==> config.mk <==
export PLATFORM = sky130hd
export DESIGN_NAME = wine_feature_framer_flat
export DESIGN_NICKNAME = d
export VERILOG_FILES = /design/src/rtl/wine_feature_framer_pkg.sv /design/src/rtl/wine_feature_framer_if.sv /design/src/rtl/wine_feature_framer.sv /design/src/flat_wrapper.sv
export SDC_FILE = /design/constraint.sdc
export NUM_CORES = 1
export LEC_CHECK = 0
export ABC_AREA = 0
export ABC_CLOCK_PERIOD_IN_PS = 4600
export BUFFER_PORTS_ARGS = -buffer_cell sky130_fd_sc_hd__buf_2
export CORE_AREA = 5 5 75 145
export DETAILED_ROUTE_END_ITERATION = 8
export DIE_AREA = 0 0 80 150
export PLACE_DENSITY = 0.72
export SYNTH_ARGS = -nofsm -noshare
export SYNTH_HDL_FRONTEND = slang
export SYNTH_SLANG_ARGS = --single-unit
==> constraint.sdc <==
create_clock -name clk -period 4.6 [get_ports clk]
set_clock_uncertainty 0.05 [all_clocks]
set_input_delay 0.69 -clock clk [delete_from_list [all_inputs] [get_ports clk]]
set_output_delay 0.69 -clock clk [all_outputs]
set_load 0.005 [all_outputs]
==> src/rtl/wine_feature_framer_pkg.sv <==
// Shared definitions for the wine-regressor feature framer: default widths,
// FSM state encoding and the packed-vector slot offset helper.
package wine_feature_framer_pkg;

    localparam int DEF_N_FEAT = 11;
    localparam int DEF_FEAT_W = 4;
    localparam int DEF_OUT_W  = 21;

    typedef enum logic [1:0] {
        COLLECT = 2'd0,
        DRAIN   = 2'd1,
        SETTLE  = 2'd2,
        HOLD    = 2'd3
    } framer_state_t;

    // Low bit of feature slot 'slot' inside the packed feature vector.
    function automatic int feat_slot_lo(input int slot, input int width);
        return slot * width;
    endfunction

endpackage

==> src/rtl/wine_feature_framer_if.sv <==
// Feature-beat input stream and result output stream of the framer.
// The framer is the slave side; the feature producer / result consumer is the master.
interface wine_feature_framer_if
    import wine_feature_framer_pkg::*;
#(
    parameter int FEAT_W = DEF_FEAT_W,
    parameter int OUT_W  = DEF_OUT_W
) ();

    logic              s_valid;
    logic              s_ready;
    logic [FEAT_W-1:0] s_data;
    logic              s_last;

    logic              m_valid;
    logic              m_ready;
    logic [OUT_W-1:0]  m_data;

    modport slave (
        input  s_valid,
        output s_ready,
        input  s_data,
        input  s_last,
        output m_valid,
        input  m_ready,
        output m_data
    );

    modport master (
        output s_valid,
        input  s_ready,
        output s_data,
        output s_last,
        input  m_valid,
        output m_ready,
        input  m_data
    );

endinterface

==> src/rtl/wine_feature_framer.sv <==
// Packs 4-bit feature beats into the regressor input vector, waits for the
// combinational core to settle, and hands the sampled result out on a stream.
module wine_feature_framer
    import wine_feature_framer_pkg::*;
#(
    parameter int N_FEAT     = DEF_N_FEAT,
    parameter int FEAT_W     = DEF_FEAT_W,
    parameter int OUT_W      = DEF_OUT_W,
    parameter int SETTLE_CYC = 2
) (
    input  logic                     clk,
    input  logic                     rst_n,
    wine_feature_framer_if.slave     bus,
    output logic [N_FEAT*FEAT_W-1:0] feat_vec,
    input  logic [OUT_W-1:0]         core_out,
    output logic                     frame_err,
    output logic [15:0]              frames_done,
    output logic [7:0]               err_cnt
);

    localparam int IDX_W = $clog2(N_FEAT);

    framer_state_t    state_reg;
    framer_state_t    state_next;
    logic [IDX_W-1:0] idx_reg;
    logic [IDX_W-1:0] idx_next;
    logic [3:0]       settle_cnt_reg;
    logic             m_valid_reg;
    logic [OUT_W-1:0] m_data_reg;
    logic             frame_err_reg;
    logic [15:0]      frames_done_reg;
    logic [7:0]       err_cnt_reg;

    logic s_ready_int;
    logic beat;
    logic collect_beat;
    logic last_slot;
    logic settle_done;
    logic frame_bad;
    logic result_taken;

    assign beat         = bus.s_valid && s_ready_int;
    assign collect_beat = beat && (state_reg == COLLECT);
    assign last_slot    = (idx_reg == IDX_W'(N_FEAT - 1));
    assign settle_done  = (state_reg == SETTLE) && (settle_cnt_reg == 4'(SETTLE_CYC - 1));
    assign result_taken = (state_reg == HOLD) && m_valid_reg && bus.m_ready;
    // Short frame (s_last early) and long frame (no s_last on the final slot) both
    // reduce to s_last disagreeing with whether the current slot is the last one.
    assign frame_bad    = collect_beat && (last_slot ^ bus.s_last);

    // ---------------- FSM: state register ----------------
    always_ff @(posedge clk or negedge rst_n) begin
        if (!rst_n) begin
            state_reg <= COLLECT;
        end else begin
            state_reg <= state_next;
        end
    end

    // ---------------- FSM: next-state logic ----------------
    always_comb begin
        state_next = state_reg;
        case (state_reg)
            COLLECT: begin
                if (beat && last_slot) begin
                    state_next = bus.s_last ? SETTLE : DRAIN;
                end
            end
            DRAIN: begin
                if (beat && bus.s_last) begin
                    state_next = COLLECT;
                end
            end
            SETTLE: begin
                if (settle_done) begin
                    state_next = HOLD;
                end
            end
            HOLD: begin
                if (result_taken) begin
                    state_next = COLLECT;
                end
            end
            default: state_next = COLLECT;
        endcase
    end

    // ---------------- FSM: outputs ----------------
    always_comb begin
        s_ready_int = 1'b0;
        case (state_reg)
            COLLECT, DRAIN: s_ready_int = 1'b1;
            default:        s_ready_int = 1'b0;
        endcase
    end

    assign bus.s_ready = s_ready_int;

    // ---------------- Slot index ----------------
    always_comb begin
        idx_next = idx_reg;
        if (collect_beat) begin
            idx_next = (!last_slot && !bus.s_last) ? idx_reg + IDX_W'(1) : '0;
        end
    end

    always_ff @(posedge clk or negedge rst_n) begin
        if (!rst_n) begin
            idx_reg <= '0;
        end else begin
            idx_reg <= idx_next;
        end
    end

    // ---------------- Feature slots ----------------
    // Each slot is its own register so only the addressed slot ever changes;
    // slots are deliberately not cleared between frames.
    for (genvar gi = 0; gi < N_FEAT; gi++) begin : g_slot
        logic [FEAT_W-1:0] slot_reg;

        always_ff @(posedge clk or negedge rst_n) begin
            if (!rst_n) begin
                slot_reg <= '0;
            end else if (collect_beat && (idx_reg == IDX_W'(gi))) begin
                slot_reg <= bus.s_data;
            end
        end

        assign feat_vec[feat_slot_lo(gi, FEAT_W) +: FEAT_W] = slot_reg;
    end

    // ---------------- Settle counter ----------------
    always_ff @(posedge clk or negedge rst_n) begin
        if (!rst_n) begin
            settle_cnt_reg <= '0;
        end else if (state_reg == SETTLE) begin
            settle_cnt_reg <= settle_cnt_reg + 4'd1;
        end else begin
            settle_cnt_reg <= '0;
        end
    end

    // ---------------- Result register ----------------
    always_ff @(posedge clk or negedge rst_n) begin
        if (!rst_n) begin
            m_valid_reg <= 1'b0;
            m_data_reg  <= '0;
        end else if (settle_done) begin
            m_valid_reg <= 1'b1;
            m_data_reg  <= core_out;
        end else if (result_taken) begin
            m_valid_reg <= 1'b0;
        end
    end

    assign bus.m_valid = m_valid_reg;
    assign bus.m_data  = m_data_reg;

    // ---------------- Statistics ----------------
    always_ff @(posedge clk or negedge rst_n) begin
        if (!rst_n) begin
            frame_err_reg   <= 1'b0;
            frames_done_reg <= '0;
            err_cnt_reg     <= '0;
        end else begin
            frame_err_reg <= frame_bad;
            if (result_taken) begin
                frames_done_reg <= frames_done_reg + 16'd1;
            end
            if (frame_bad && (err_cnt_reg != 8'hFF)) begin
                err_cnt_reg <= err_cnt_reg + 8'd1;
            end
        end
    end

    assign frame_err   = frame_err_reg;
    assign frames_done = frames_done_reg;
    assign err_cnt     = err_cnt_reg;

endmodule

==> src/flat_wrapper.sv <==
// flat-port wrapper written by rule: the top's interface ports become plain ports
module wine_feature_framer_flat import wine_feature_framer_pkg::*;
#(
    parameter int N_FEAT     = DEF_N_FEAT,
    parameter int FEAT_W     = DEF_FEAT_W,
    parameter int OUT_W      = DEF_OUT_W,
    parameter int SETTLE_CYC = 2
)
  (clk, rst_n, feat_vec, core_out, frame_err, frames_done, err_cnt, bus_s_valid, bus_s_ready, bus_s_data, bus_s_last, bus_m_valid, bus_m_ready, bus_m_data);
  wine_feature_framer_if #(.FEAT_W(FEAT_W), .OUT_W(OUT_W)) bus_i ();
  input  logic clk;
  input  logic rst_n;
  output logic [N_FEAT*FEAT_W-1:0] feat_vec;
  input  logic [OUT_W-1:0] core_out;
  output logic frame_err;
  output logic [15:0] frames_done;
  output logic [7:0] err_cnt;
  input wire logic [$bits(bus_i.s_valid)-1:0] bus_s_valid;
  output wire logic [$bits(bus_i.s_ready)-1:0] bus_s_ready;
  input wire logic [$bits(bus_i.s_data)-1:0] bus_s_data;
  input wire logic [$bits(bus_i.s_last)-1:0] bus_s_last;
  output wire logic [$bits(bus_i.m_valid)-1:0] bus_m_valid;
  input wire logic [$bits(bus_i.m_ready)-1:0] bus_m_ready;
  output wire logic [$bits(bus_i.m_data)-1:0] bus_m_data;
  assign bus_i.s_valid = bus_s_valid;
  assign bus_s_ready = bus_i.s_ready;
  assign bus_i.s_data = bus_s_data;
  assign bus_i.s_last = bus_s_last;
  assign bus_m_valid = bus_i.m_valid;
  assign bus_i.m_ready = bus_m_ready;
  assign bus_m_data = bus_i.m_data;
  wine_feature_framer #(.N_FEAT(N_FEAT), .FEAT_W(FEAT_W), .OUT_W(OUT_W), .SETTLE_CYC(SETTLE_CYC)) u_core (.clk(clk), .rst_n(rst_n), .bus(bus_i), .feat_vec(feat_vec), .core_out(core_out), .frame_err(frame_err), .frames_done(frames_done), .err_cnt(err_cnt));
endmodule
==> metrics.txt <==
global-route wire length before repair around 15000 um; layout-stage area growth over the synthesis result 24.36%; Syn. warnings 0; maximum number of pins on one net before global-route repair between 50 and 60; vertical die dimension 150 um; post-route non-filler standard cell count about 570; crit path DAT 2450 ps; power share of the sequential group 49.8%; maximum level of the CTS H-tree 3; final hold violation count 0; total I/O pin count about 120; per-instance average area after synthesis 13.58 um^2; Die Area 12000 um^2; Worst Tran Pin Value 926.7 ps; hold buffer count at CTS 0; CP Max Fanout 6; port buffer count 121; result of the run completed; total nets after synthesis 346; number of antenna cells inserted 0; CP startpoint kind flip-flop; weighted congestion reported at the end of routability-driven placement 0.7624; TritonCTS clock tree done; starting density of the core 43.00%; number of buffers added by the clock tree synthesis step 9; WS Path Type flip-flop to flip-flop; number of design-rule violations left by the first detailed-router iteration 73; number of iterations in the first detailed-routing pass 4; Clock power frac 31.1%; max-slew headroom at the worst pin 38.07%; buffer depth of the longest clock path 2; IR Drop Worst-Case VDD 0.3653 mV; Worst setup EP type flip-flop; clock-pin transition on the worst setup and hold timing paths 70 ps; Seq/Total Area, Yosys between 60% and 70%; DRC Markers 0; final setup fails 0; share of total power consumed by net switching 27.74%; Distinct cells, synth 34; Resize count post-CTS 0; final worst path period need 2278 ps; postcts setup bufs 0; top area cells in the synthesized netlist sky130_fd_sc_hd__dfrtp_1 (61%), sky130_fd_sc_hd__mux2_2 (18%), sky130_fd_sc_hd__xnor2_1 (4.2%); share of the synthesized area in the top cell type 60.61%; worst path required time 4770 ps; number of synthesized register bits 101; total core area 9699 um^2; class of the tightest hold or removal check input pin to asynchronous set/reset pin; standard-cell row count 51; fraction of final layout cells sized beyond drive strength 1 48.73%; switching power summed over all nets ~0.65 mW; Detail Route Antenna Nets 0; worst skew pair latency 340 ps; DP Area 4896 um^2; global-route congestion overflow total 0; cell area after synthesis 4170 um^2; aggregate global-route resource usage between 10% and 20%; highest achievable clock rate 439.1 MHz; via count 2789; count of maximum capacitance violations 0; count of final max-slew check failures 0; final design area excluding fillers about 5200 um^2; clock tree sinks 101; vias per cell 4.936; Die Span X 80 um; RSZ-0062 raised after global routing no; number of placed instances, taps included 549; power consumption 2.340 mW; final critical-path share of the clock period 49.51%; number of antenna violations at the first check in global routing 0; cell internal power dissipation 1.691 mW; top cell type by total area after synthesis sky130_fd_sc_hd__dfrtp_1; total detailed-routing wirelength 9047 um; areal power density over the cells 451.2 nW/um^2; cell leakage power between 2 and 3 nW; number of global-route vias before repair 2984; R2R depth 8; clock root buffer sky130_fd_sc_hd__clkbuf_16; Cells after Synth 307; final setup TNS 0 ps; dpl hpwl 6763 um; number of nets in the layout 467; drt wl/cell 16.01 um; number of flip-flops in the largest register between 40 and 50; relative contribution of combinational cells to total power 19.1%
final timing paths:
kind / startpoint / endpoint / slack, ps
min reg2reg: u_core.frames_done[15]$_DFFE_PN0P_ / u_core.frames_done[15]$_DFFE_PN0P_ / 420
min in group clk: u_core.frames_done[15]$_DFFE_PN0P_ / u_core.frames_done[15]$_DFFE_PN0P_ / 420
max: u_core.idx_reg[0]$_DFFE_PN0P_ / u_core.err_cnt[7]$_DFFE_PN0P_ / 2320
min: rst_n / u_core.err_cnt[3]$_DFFE_PN0P_ / 360
max in group asynchronous: rst_n / u_core.g_slot[4].slot_reg[0]$_DFFE_PN0P_ / 3120
max reg2reg: u_core.idx_reg[0]$_DFFE_PN0P_ / u_core.err_cnt[7]$_DFFE_PN0P_ / 2320
logic make-up after synthesis:
kind of cell	share of synthesized area (%)
flip-flops	60.61
AND/OR/NAND/NOR	10.53
multiplexers	18.09
XOR/XNOR	4.621
buffers and inverters	1.860
AO/OA/AOI/OAI	1.591
adder cells (fa/ha/maj)	2.700
Yosys cell counts:
| cell type | number |
|---|---|
| sky130_fd_sc_hd__xor2_1 | 2 |
| sky130_fd_sc_hd__nand2b_1 | 2 |
| sky130_fd_sc_hd__and3_1 | 7 |
| sky130_fd_sc_hd__or2b_1 | 1 |
| sky130_fd_sc_hd__xnor2_1 | 20 |
| sky130_fd_sc_hd__nand3b_1 | 1 |
| sky130_fd_sc_hd__ha_1 | 9 |
| sky130_fd_sc_hd__buf_4 | 1 |
| sky130_fd_sc_hd__inv_1 | 6 |
| sky130_fd_sc_hd__nor2_1 | 8 |
| sky130_fd_sc_hd__or2_2 | 1 |
| sky130_fd_sc_hd__and4_1 | 3 |
| sky130_fd_sc_hd__and4bb_2 | 1 |
| sky130_fd_sc_hd__mux2_2 | 67 |
| sky130_fd_sc_hd__o21ai_0 | 4 |
| sky130_fd_sc_hd__a31oi_1 | 1 |
| sky130_fd_sc_hd__nand3_1 | 11 |
| sky130_fd_sc_hd__nor3_4 | 1 |
| sky130_fd_sc_hd__o21a_1 | 1 |
| sky130_fd_sc_hd__and4_2 | 1 |
| sky130_fd_sc_hd__dfrtp_1 | 101 |
| sky130_fd_sc_hd__o311ai_0 | 1 |
| sky130_fd_sc_hd__buf_2 | 4 |
| sky130_fd_sc_hd__nor2b_1 | 1 |
| sky130_fd_sc_hd__clkbuf_1 | 6 |
| sky130_fd_sc_hd__o211ai_1 | 1 |
| sky130_fd_sc_hd__nor3_1 | 2 |
| sky130_fd_sc_hd__a21o_2 | 1 |
| sky130_fd_sc_hd__nor3b_4 | 1 |
| sky130_fd_sc_hd__nand4_1 | 10 |
| sky130_fd_sc_hd__or3b_1 | 1 |
| sky130_fd_sc_hd__clkbuf_2 | 1 |
| sky130_fd_sc_hd__o31ai_1 | 1 |
| sky130_fd_sc_hd__nand2_1 | 28 |
power groups by stage:
stage / sequential, mW / clock, mW / combinational (mW)
finish: 1.17 / 0.727 / 0.446
global route: 1.19 / 0.792 / 0.500
CTS: 1.17 / 0.754 / 0.460
detailed placement: 1.18 / 0 / 0.458
global placement: 1.17 / 0 / 0.444
floorplan: 1.18 / 0 / 0.200
cells in the final DEF (no fill, tap or decap), types with 3 or more instances in the layout:
master / instances
sky130_fd_sc_hd__and3_1: 7
sky130_fd_sc_hd__and4_1: 3
sky130_fd_sc_hd__buf_2: 120
sky130_fd_sc_hd__clkbuf_16: 9
sky130_fd_sc_hd__dfrtp_1: 101
sky130_fd_sc_hd__ha_1: 9
sky130_fd_sc_hd__inv_1: 6
sky130_fd_sc_hd__mux2_2: 67
sky130_fd_sc_hd__nand2_1: 28
sky130_fd_sc_hd__nand3_1: 11
sky130_fd_sc_hd__nand4_1: 10
sky130_fd_sc_hd__nor2_1: 8
sky130_fd_sc_hd__o21ai_0: 4
sky130_fd_sc_hd__xnor2_1: 20
routing by layer:
layer | track usage [%] | routed length (um) | part of all wire, %
met5 | 0 | 0 | 0
met4 | 7.107 | 217 | 2.4
met3 | 3.494 | 395 | 4.4
met2 | 28.41 | 5013 | 55
met1 | 18.27 | 3420 | 38
critical path, cell delays in order, from the launching register on:
cell and delay, ps:
sky130_fd_sc_hd__dfrtp_1 440, sky130_fd_sc_hd__inv_1 110, sky130_fd_sc_hd__ha_1 190, sky130_fd_sc_hd__nand3b_1 150
sky130_fd_sc_hd__ha_1 310, sky130_fd_sc_hd__and4bb_2 280, sky130_fd_sc_hd__and3_1 200, sky130_fd_sc_hd__nand4_1 110
sky130_fd_sc_hd__mux2_2 330
through the flow:
step	hold slack, ps	worst slack, ps	util (%)
finish	362.8	2322	53.47
global route	421.3	2166	53.47
CTS	386.5	2312	53.47
detailed placement	409.8	2252	50.48
global placement	409.1	2307	50.48
floorplan	344.4	2517	-
cell type report:
type                            count  area, um^2
Fill cell                         881        4513
Sequential cell                   101        2527
Multi-Input combinational cell    188        1565
Timing Repair Buffer              122       615.6
Clock buffer                        9       225.2
Tap cell                          132       165.2
Clock inverter                      7       65.06
Inverter                            6       22.52
Note: power is estimated with default switching activity, not from simulation.
